--- src/rtl/bp_mem_traffic_initiator_pkg.sv ---
// Shared types for the memory traffic initiator: processor configuration,
// CCE<->memory message enums and the packed command/response message.
package bp_mem_traffic_initiator_pkg;

    typedef enum logic [3:0] {
        e_bp_default_cfg = 4'd0
    } bp_params_e;

    localparam int unsigned paddr_width_gp     = 40;
    localparam int unsigned cce_block_width_gp = 512;
    localparam int unsigned lce_id_width_gp    = 4;
    localparam int unsigned lce_assoc_gp       = 8;
    localparam int unsigned way_id_width_gp    = $clog2(lce_assoc_gp);

    typedef enum logic [3:0] {
        e_cce_mem_rd    = 4'd0,
        e_cce_mem_wr    = 4'd1,
        e_cce_mem_uc_rd = 4'd2,
        e_cce_mem_uc_wr = 4'd3,
        e_cce_mem_pre   = 4'd4,
        e_cce_mem_amo   = 4'd5
    } bp_cce_mem_cmd_type_e;

    typedef enum logic [2:0] {
        e_mem_msg_size_1  = 3'd0,
        e_mem_msg_size_2  = 3'd1,
        e_mem_msg_size_4  = 3'd2,
        e_mem_msg_size_8  = 3'd3,
        e_mem_msg_size_16 = 3'd4,
        e_mem_msg_size_32 = 3'd5,
        e_mem_msg_size_64 = 3'd6
    } bp_mem_msg_size_e;

    typedef struct packed {
        bp_cce_mem_cmd_type_e           msg_type;
        logic [paddr_width_gp-1:0]      addr;
        bp_mem_msg_size_e               size;
        logic [lce_id_width_gp-1:0]     lce_id;
        logic [way_id_width_gp-1:0]     way_id;
    } bp_cce_mem_msg_header_s;

    typedef struct packed {
        bp_cce_mem_msg_header_s         header;
        logic [cce_block_width_gp-1:0]  data;
    } bp_cce_mem_msg_s;

    // Configuration lookups; every configuration currently maps to the default widths.
    function automatic int unsigned cfg_paddr_width(bp_params_e cfg);
        case (cfg)
            e_bp_default_cfg: return paddr_width_gp;
            default:          return paddr_width_gp;
        endcase
    endfunction

    function automatic int unsigned cfg_cce_block_width(bp_params_e cfg);
        case (cfg)
            e_bp_default_cfg: return cce_block_width_gp;
            default:          return cce_block_width_gp;
        endcase
    endfunction

    function automatic int unsigned cfg_lce_id_width(bp_params_e cfg);
        case (cfg)
            e_bp_default_cfg: return lce_id_width_gp;
            default:          return lce_id_width_gp;
        endcase
    endfunction

    function automatic int unsigned cfg_lce_assoc(bp_params_e cfg);
        case (cfg)
            e_bp_default_cfg: return lce_assoc_gp;
            default:          return lce_assoc_gp;
        endcase
    endfunction

endpackage

--- src/rtl/bsg_counter_up_down.sv ---
// Saturation-free up/down counter used to track in-flight commands.
// Ports: clk_i, reset_i (sync, active-high), up_i/down_i (one step each),
// count_o (current count). Simultaneous up and down leave the count unchanged.
module bsg_counter_up_down #(
    parameter int unsigned max_val_p  = 4,
    parameter int unsigned init_val_p = 0,
    localparam int unsigned width_lp  = $clog2(max_val_p + 1)
) (
    input  logic                clk_i,
    input  logic                reset_i,
    input  logic                up_i,
    input  logic                down_i,
    output logic [width_lp-1:0] count_o
);

    logic [width_lp-1:0] count_q;

    always_ff @(posedge clk_i) begin
        if (reset_i) begin
            count_q <= width_lp'(init_val_p);
        end else if (up_i && !down_i) begin
            count_q <= count_q + width_lp'(1);
        end else if (down_i && !up_i) begin
            count_q <= count_q - width_lp'(1);
        end
    end

    assign count_o = count_q;

endmodule

--- src/rtl/bp_mem_traffic_initiator.sv ---
// Memory traffic initiator: writes num_words_p 8-byte words starting at
// base_addr_p with data addr^pattern_p, then reads them back in order and
// checks the returned data.
// Ports:
//   clk_i, reset_i        clock, synchronous active-high reset
//   start_i               starts a run (IDLE), returns to IDLE (DONE)
//   mem_cmd_o/_v_o        command message and valid; mem_cmd_ready_i accepts
//   mem_resp_i/_v_i       response message and valid; mem_resp_yumi_o consumes
//   done_o                high while in DONE
//   error_o               sticky error flag
//   err_count_o           saturating read-data mismatch count
module bp_mem_traffic_initiator
    import bp_mem_traffic_initiator_pkg::*;
#(
    parameter bp_params_e bp_params_p = e_bp_default_cfg,
    localparam int unsigned paddr_width_p = cfg_paddr_width(bp_params_p),
    parameter logic [paddr_width_p-1:0] base_addr_p = paddr_width_p'(32'h8000_0000),
    parameter int unsigned num_words_p       = 16,
    parameter int unsigned max_outstanding_p = 4,
    parameter logic [63:0] pattern_p         = 64'hDEAD_BEEF_0BAD_F00D
) (
    input  logic            clk_i,
    input  logic            reset_i,
    input  logic            start_i,
    output bp_cce_mem_msg_s mem_cmd_o,
    output logic            mem_cmd_v_o,
    input  logic            mem_cmd_ready_i,
    input  bp_cce_mem_msg_s mem_resp_i,
    input  logic            mem_resp_v_i,
    output logic            mem_resp_yumi_o,
    output logic            done_o,
    output logic            error_o,
    output logic [15:0]     err_count_o
);

    localparam int unsigned cce_block_width_p = cfg_cce_block_width(bp_params_p);
    localparam int unsigned lce_id_width_p    = cfg_lce_id_width(bp_params_p);
    localparam int unsigned lce_assoc_p       = cfg_lce_assoc(bp_params_p);
    localparam int unsigned way_id_width_lp   = $clog2(lce_assoc_p);
    localparam int unsigned idx_width_lp      = (num_words_p > 1) ? $clog2(num_words_p) : 1;
    localparam int unsigned cnt_width_lp      = $clog2(max_outstanding_p + 1);

    typedef enum logic [2:0] {
        e_idle,
        e_write,
        e_wr_drain,
        e_read,
        e_rd_drain,
        e_done
    } state_e;

    state_e                   state_q;
    logic [idx_width_lp-1:0]  issue_idx_q;
    logic [idx_width_lp-1:0]  exp_idx_q;
    logic                     error_q;
    logic [15:0]              err_count_q;
    logic                     done_q;
    logic [cnt_width_lp-1:0]  outstanding;

    logic                     cmd_hs;
    logic                     resp_expected;
    logic                     resp_spurious;
    logic                     read_phase;
    logic                     type_bad;
    logic                     read_resp;
    logic                     data_bad;
    logic                     last_word;
    bp_cce_mem_cmd_type_e     phase_type;

    function automatic logic [paddr_width_p-1:0] word_addr(input logic [idx_width_lp-1:0] idx);
        return base_addr_p + (paddr_width_p'(idx) << 3);
    endfunction

    function automatic logic [63:0] word_data(input logic [idx_width_lp-1:0] idx);
        return 64'(word_addr(idx)) ^ pattern_p;
    endfunction

    // Command is a pure decode of registered state, so it holds while stalled.
    always_comb begin
        mem_cmd_o                 = '0;
        mem_cmd_o.header.msg_type = (state_q == e_read) ? e_cce_mem_uc_rd : e_cce_mem_uc_wr;
        mem_cmd_o.header.addr     = word_addr(issue_idx_q);
        mem_cmd_o.header.size     = e_mem_msg_size_8;
        mem_cmd_o.header.lce_id   = lce_id_width_p'(0);
        mem_cmd_o.header.way_id   = way_id_width_lp'(0);
        if (state_q != e_read) begin
            mem_cmd_o.data = cce_block_width_p'(word_data(issue_idx_q));
        end
    end

    // Valid is gated by reset so an abandoned run issues nothing more.
    assign mem_cmd_v_o     = !reset_i
                             && (state_q == e_write || state_q == e_read)
                             && (outstanding < cnt_width_lp'(max_outstanding_p));
    assign cmd_hs          = mem_cmd_v_o && mem_cmd_ready_i;
    assign mem_resp_yumi_o = mem_resp_v_i;

    // Response classification; anything arriving with nothing in flight is an error.
    assign resp_expected = mem_resp_v_i && (outstanding != '0);
    assign resp_spurious = mem_resp_v_i && (outstanding == '0);
    assign read_phase    = (state_q == e_read) || (state_q == e_rd_drain);
    assign phase_type    = read_phase ? e_cce_mem_uc_rd : e_cce_mem_uc_wr;
    assign type_bad      = resp_expected && (mem_resp_i.header.msg_type != phase_type);
    assign read_resp     = resp_expected && read_phase
                           && (mem_resp_i.header.msg_type == e_cce_mem_uc_rd);
    assign data_bad      = read_resp && (mem_resp_i.data[63:0] != word_data(exp_idx_q));
    assign last_word     = (issue_idx_q == idx_width_lp'(num_words_p - 1));

    logic unused_resp_bits;
    assign unused_resp_bits = ^{mem_resp_i.data[cce_block_width_p-1:64],
                                mem_resp_i.header.addr, mem_resp_i.header.size,
                                mem_resp_i.header.lce_id, mem_resp_i.header.way_id};

    bsg_counter_up_down #(
        .max_val_p (max_outstanding_p),
        .init_val_p(0)
    ) u_outstanding (
        .clk_i  (clk_i),
        .reset_i(reset_i),
        .up_i   (cmd_hs),
        .down_i (resp_expected),
        .count_o(outstanding)
    );

    // Run sequencing plus response checking; a start clears the run results last.
    always_ff @(posedge clk_i) begin
        if (reset_i) begin
            state_q     <= e_idle;
            issue_idx_q <= '0;
            exp_idx_q   <= '0;
            error_q     <= 1'b0;
            err_count_q <= '0;
            done_q      <= 1'b0;
        end else begin
            if (resp_spurious || type_bad || data_bad) begin
                error_q <= 1'b1;
            end
            if (data_bad && (err_count_q != 16'hFFFF)) begin
                err_count_q <= err_count_q + 16'd1;
            end
            if (read_resp) begin
                exp_idx_q <= exp_idx_q + idx_width_lp'(1);
            end

            case (state_q)
                e_idle: begin
                    if (start_i) begin
                        state_q     <= e_write;
                        issue_idx_q <= '0;
                        exp_idx_q   <= '0;
                        error_q     <= 1'b0;
                        err_count_q <= '0;
                    end
                end
                e_write: begin
                    if (cmd_hs) begin
                        if (last_word) begin
                            state_q     <= e_wr_drain;
                            issue_idx_q <= '0;
                        end else begin
                            issue_idx_q <= issue_idx_q + idx_width_lp'(1);
                        end
                    end
                end
                e_wr_drain: begin
                    if (outstanding == '0) begin
                        state_q <= e_read;
                    end
                end
                e_read: begin
                    if (cmd_hs) begin
                        if (last_word) begin
                            state_q     <= e_rd_drain;
                            issue_idx_q <= '0;
                        end else begin
                            issue_idx_q <= issue_idx_q + idx_width_lp'(1);
                        end
                    end
                end
                e_rd_drain: begin
                    if (outstanding == '0) begin
                        state_q <= e_done;
                        done_q  <= 1'b1;
                    end
                end
                e_done: begin
                    if (start_i) begin
                        state_q     <= e_idle;
                        done_q      <= 1'b0;
                        issue_idx_q <= '0;
                        exp_idx_q   <= '0;
                        error_q     <= 1'b0;
                        err_count_q <= '0;
                    end
                end
                default: state_q <= e_idle;
            endcase
        end
    end

    assign done_o      = done_q;
    assign error_o     = error_q;
    assign err_count_o = err_count_q;

endmodule
--- config.mk ---
export PLATFORM = sky130hd
export DESIGN_NAME = bp_mem_traffic_initiator
export DESIGN_NICKNAME = d
export VERILOG_FILES = /design/src/rtl/bp_mem_traffic_initiator_pkg.sv /design/src/rtl/bsg_counter_up_down.sv /design/src/rtl/bp_mem_traffic_initiator.sv
export SDC_FILE = /design/constraint.sdc
export NUM_CORES = 1
export LEC_CHECK = 0
export ABC_AREA = 1
export BUFFER_PORTS_ARGS = -buffer_cell sky130_fd_sc_hd__buf_2
export CAP_MARGIN = 20
export CORE_AREA = 5 5 442 444
export CTS_CLUSTER_SIZE = 12
export DETAILED_ROUTE_END_ITERATION = 8
export DIE_AREA = 0 0 447 449
export PLACE_DENSITY_LB_ADDON = 0.25
export SLEW_MARGIN = 40
export SYNTH_ARGS = -nofsm -noshare
export SYNTH_HDL_FRONTEND = slang
export SYNTH_SLANG_ARGS = --single-unit
--- constraint.sdc ---
create_clock -name clk_i -period 5.15 [get_ports clk_i]
set_input_delay 1.03 -clock clk_i [delete_from_list [all_inputs] [get_ports clk_i]]
set_output_delay 1.03 -clock clk_i [all_outputs]
set_load 0.005 [all_outputs]
==> results.yml <==
timing:
  slew_headroom_pct: 59.2
  tightest_slew_ps: 609
  setup_viol: 0
  min_period_ps: 3020
  min_period_over_period_pct: 58.6
  report.final.slew_viol_count: 0
  fin_setup_tns_ps: 0
  fin_skew_ps: 5.87
  max_freq_ghz: 0.332
  rsz0062_at_grt: "false"
  hold_viol_final: 0
worst_setup_path:
  rr_endpoint: "err_count_o[1]$_SDFF_PP0_"
  crit_path_max_incr_delay_ps: 380
  cp_slowest_cell: "dfxtp_1"
  path_delay_family: "buffers and inverters"
  cp_max_fo: 40
  reg2reg_depth: 11
  r2r_slack_ps: 2860
  path_cells: "inv_1 -> nor2_1 -> inv_1 -> nor2_1 -> inv_2 -> buf_2"
  cp.depth: 6
  crit_buf_inv: 4
  critical_path_class: "reg -> out"
  setup.worst_path.start: "state_q[0]$_SDFFE_PP0P_"
  worst_ep_arrival_time_ps: 1990
  critPathCaptureType: "output port"
  cp-start-kind: "register"
  cp.required_ps: 4120
  reg2reg_from: "exp_idx_q[1]$_SDFF_PP0_"
  setup.worst_path.end: "mem_cmd_o[12]"
power:
  internal_power_uw: 602
  pwr-share-seq_pct: 27.7
  sw_frac_of_total_pct: 45.0
  pwr-share-clk_pct: 28.0
  switching_power_uw: 493
  irDropWorstVdd_v: 0.000113
  powerDensity_nw_per_um2: 135
  combPwrFrac_pct: 44.3
  power.leakage_nw: 3.35
synth:
  avgSynthCellArea_um2: 6.78
  synth_edf_count: 0
  synthArstFlopShare_pct: 0
  yosysUniqueCellTypes: 30
  synth_top_area_cell: "buf_4"
  netlist.area_leader.share_pct: 65.6
  synth_area_um2: 6400
  synth-seq-area-share_pct: 10.0
  synthFlopType: "dfxtp_1"
  synthTopCellsByArea: "buf_4 66%, dfxtp_1 10%, nand2_1 6.1%"
  synthCells: 943
  synth_seq_cells: 32
  yosys_warnings: 0
clock_tree:
  clock_latency_ps: 280
  cts_hold_buf: 0
  cts_buffers: 5
  cts_tree: "done"
  path_clk_slew_ps: 60
  cts_resized: 0
  clkSinkCount: 32
  root_buffer: "clkbuf_16"
  cts_max_level: 2
  ctsLongestPathBuffers: 2
  cts_setup_buffers: 0
placed_design:
  io_buffers: 140
  dp.final_hpwl_um: 17500
  dp_cells: 3564
  globalplace.congestion: 0.651
global_route:
  grt_max_degree: 41
  grt_pass1_wl_um: 23900
  grt_pass1_vias: 3266
  antenna_found_initial: 1
  overflow: 0
  gr-usage-all-layers_pct: 1.63
cells_and_area:
  fillerInstances: 22799
  fin_nets: 1621
  drive_above_1_share_pct: 15.0
  stdcell_count: 3572
  area_growth_pct: 27.3
  antennaDiodeCount: 0
  final_cell_mix: "518 x conb_1, 140 x buf_2, 104 x nand2_1, 77 x nor2_1, 71 x inv_1"
  layout_commonest_cell: "conb_1"
routing:
  drtPass1Iterations: 4
  drtAntennaViolNets: 0
  drt_iter0_drc: 107
  via_count: 3925
  post_drt_wl_per_cell_um: 5.29
  drt_wl_total_um: 18900
  via_per_inst: 1.10
  drc: 0
floorplan:
  fp.dieW_um: 447
  pin_count: 1157
  core_area_um2: 191000
  start_util_pct: 3.35
  rows: 161
  die_area_um2: 201000
  die-height_um: 449
run:
  cap_violations: 0
status:
  outcome: "finished clean"
hold_path:
  min_path_type: "reg -> reg"
-- worst register-to-register path, stage by stage (launching register included) --
cell,delay (ps)
dfxtp_1,370
inv_1,70
nand2_1,60
nand2_1,70
nor2_1,360
nand2_1,120
nor2_1,140
nand3_2,440
nand3_1,380
nand2_1,80
nand2_1,60
nor2_1,40
-- flip-flops by register name, summed over array words and instances (netlist names) --
register / count
exp_idx_q: 4
done_o: 1
state_q: 3
u_outstanding.count_o: 3
err_count_o: 16
error_o: 1
issue_idx_q: 4
-- synth_stat cells, types with 2 or more instances --
cell      instances
a21oi_1          14
buf_2             2
buf_4           559
conb_1            2
dfxtp_1          32
ha_1              4
inv_1            72
nand2_1         104
nand3_1          21
nand3b_1          7
nand4_1           9
nor2_1           77
nor3_1           10
o21ai_0          12
o21ai_1           3
-- metal layers --
metal	up-vias	routed length, um	global-route usage (%)	part of all wire (%)
met3	8	1070	0.277	5.7
met4	0	95	0.213	0.50
met2	192	12400	3.72	65
met1	1731	5370	1.44	28
met5	-	0	0	0
li1	1994	-	-	-
-- worst min-delay path by stage --
stage	cells after the start	to	from	slack (ps)
finish	2	error_o$_SDFF_PP0_	error_o$_SDFF_PP0_	490
global route	2	error_o$_SDFF_PP0_	error_o$_SDFF_PP0_	520
CTS	2	done_o$_SDFFE_PP0P_	done_o$_SDFFE_PP0P_	490
detailed placement	2	error_o$_SDFF_PP0_	error_o$_SDFF_PP0_	470
global placement	2	error_o$_SDFF_PP0_	error_o$_SDFF_PP0_	470
floorplan	2	error_o$_SDFF_PP0_	error_o$_SDFF_PP0_	460
-- through the flow --
stage | power [mW] | instance area, um^2 | hold slack [ps] | setup WS (ps) | util, %
final | 1.10 | 8140 | 486 | 2130 | 4.26
after global routing | 1.21 | 8140 | 515 | 1860 | 4.26
after CTS | 1.12 | 8140 | 488 | 1820 | 4.26
after detailed placement | 0.802 | 7990 | 474 | 1810 | 4.18
after global placement | 0.809 | 7980 | 466 | 1800 | 4.17
after floorplan | 0.949 | 8330 | 461 | 2540 | -
-- power groups by stage --
stage	clock, mW	combinational [mW]	sequential (mW)
floorplan	0	0.646	0.303
global placement	0	0.499	0.309
detailed placement	0	0.493	0.308
CTS	0.325	0.496	0.303
global route	0.335	0.569	0.309
finish	0.307	0.485	0.304
-- cells by family after synthesis --
| logic type | share of synthesized area, % |
|---|---|
| AO/OA/AOI/OAI | 2.99 |
| XOR/XNOR | 0.137 |
| adder cells (fa/ha/maj) | 1.10 |
| flip-flops | 10.0 |
| AND/OR/NAND/NOR | 15.4 |
| buffers and inverters | 70.3 |
| other | 0.117 |
-- layout make-up --
cell class / count / area (um^2) / area share [%]
flip-flops and latches: 32 / 641 / 7.87
clock inverters: 2 / 10.0 / 0.123
clock buffers: 6 / 139 / 1.71
repair buffers: 142 / 719 / 8.84
inverters: 73 / 274 / 3.37
multi-input cells: 791 / 3200 / 39.3
well taps: 2526 / 3160 / 38.8
No activity file was read; power rests on OpenSTA's default activity.
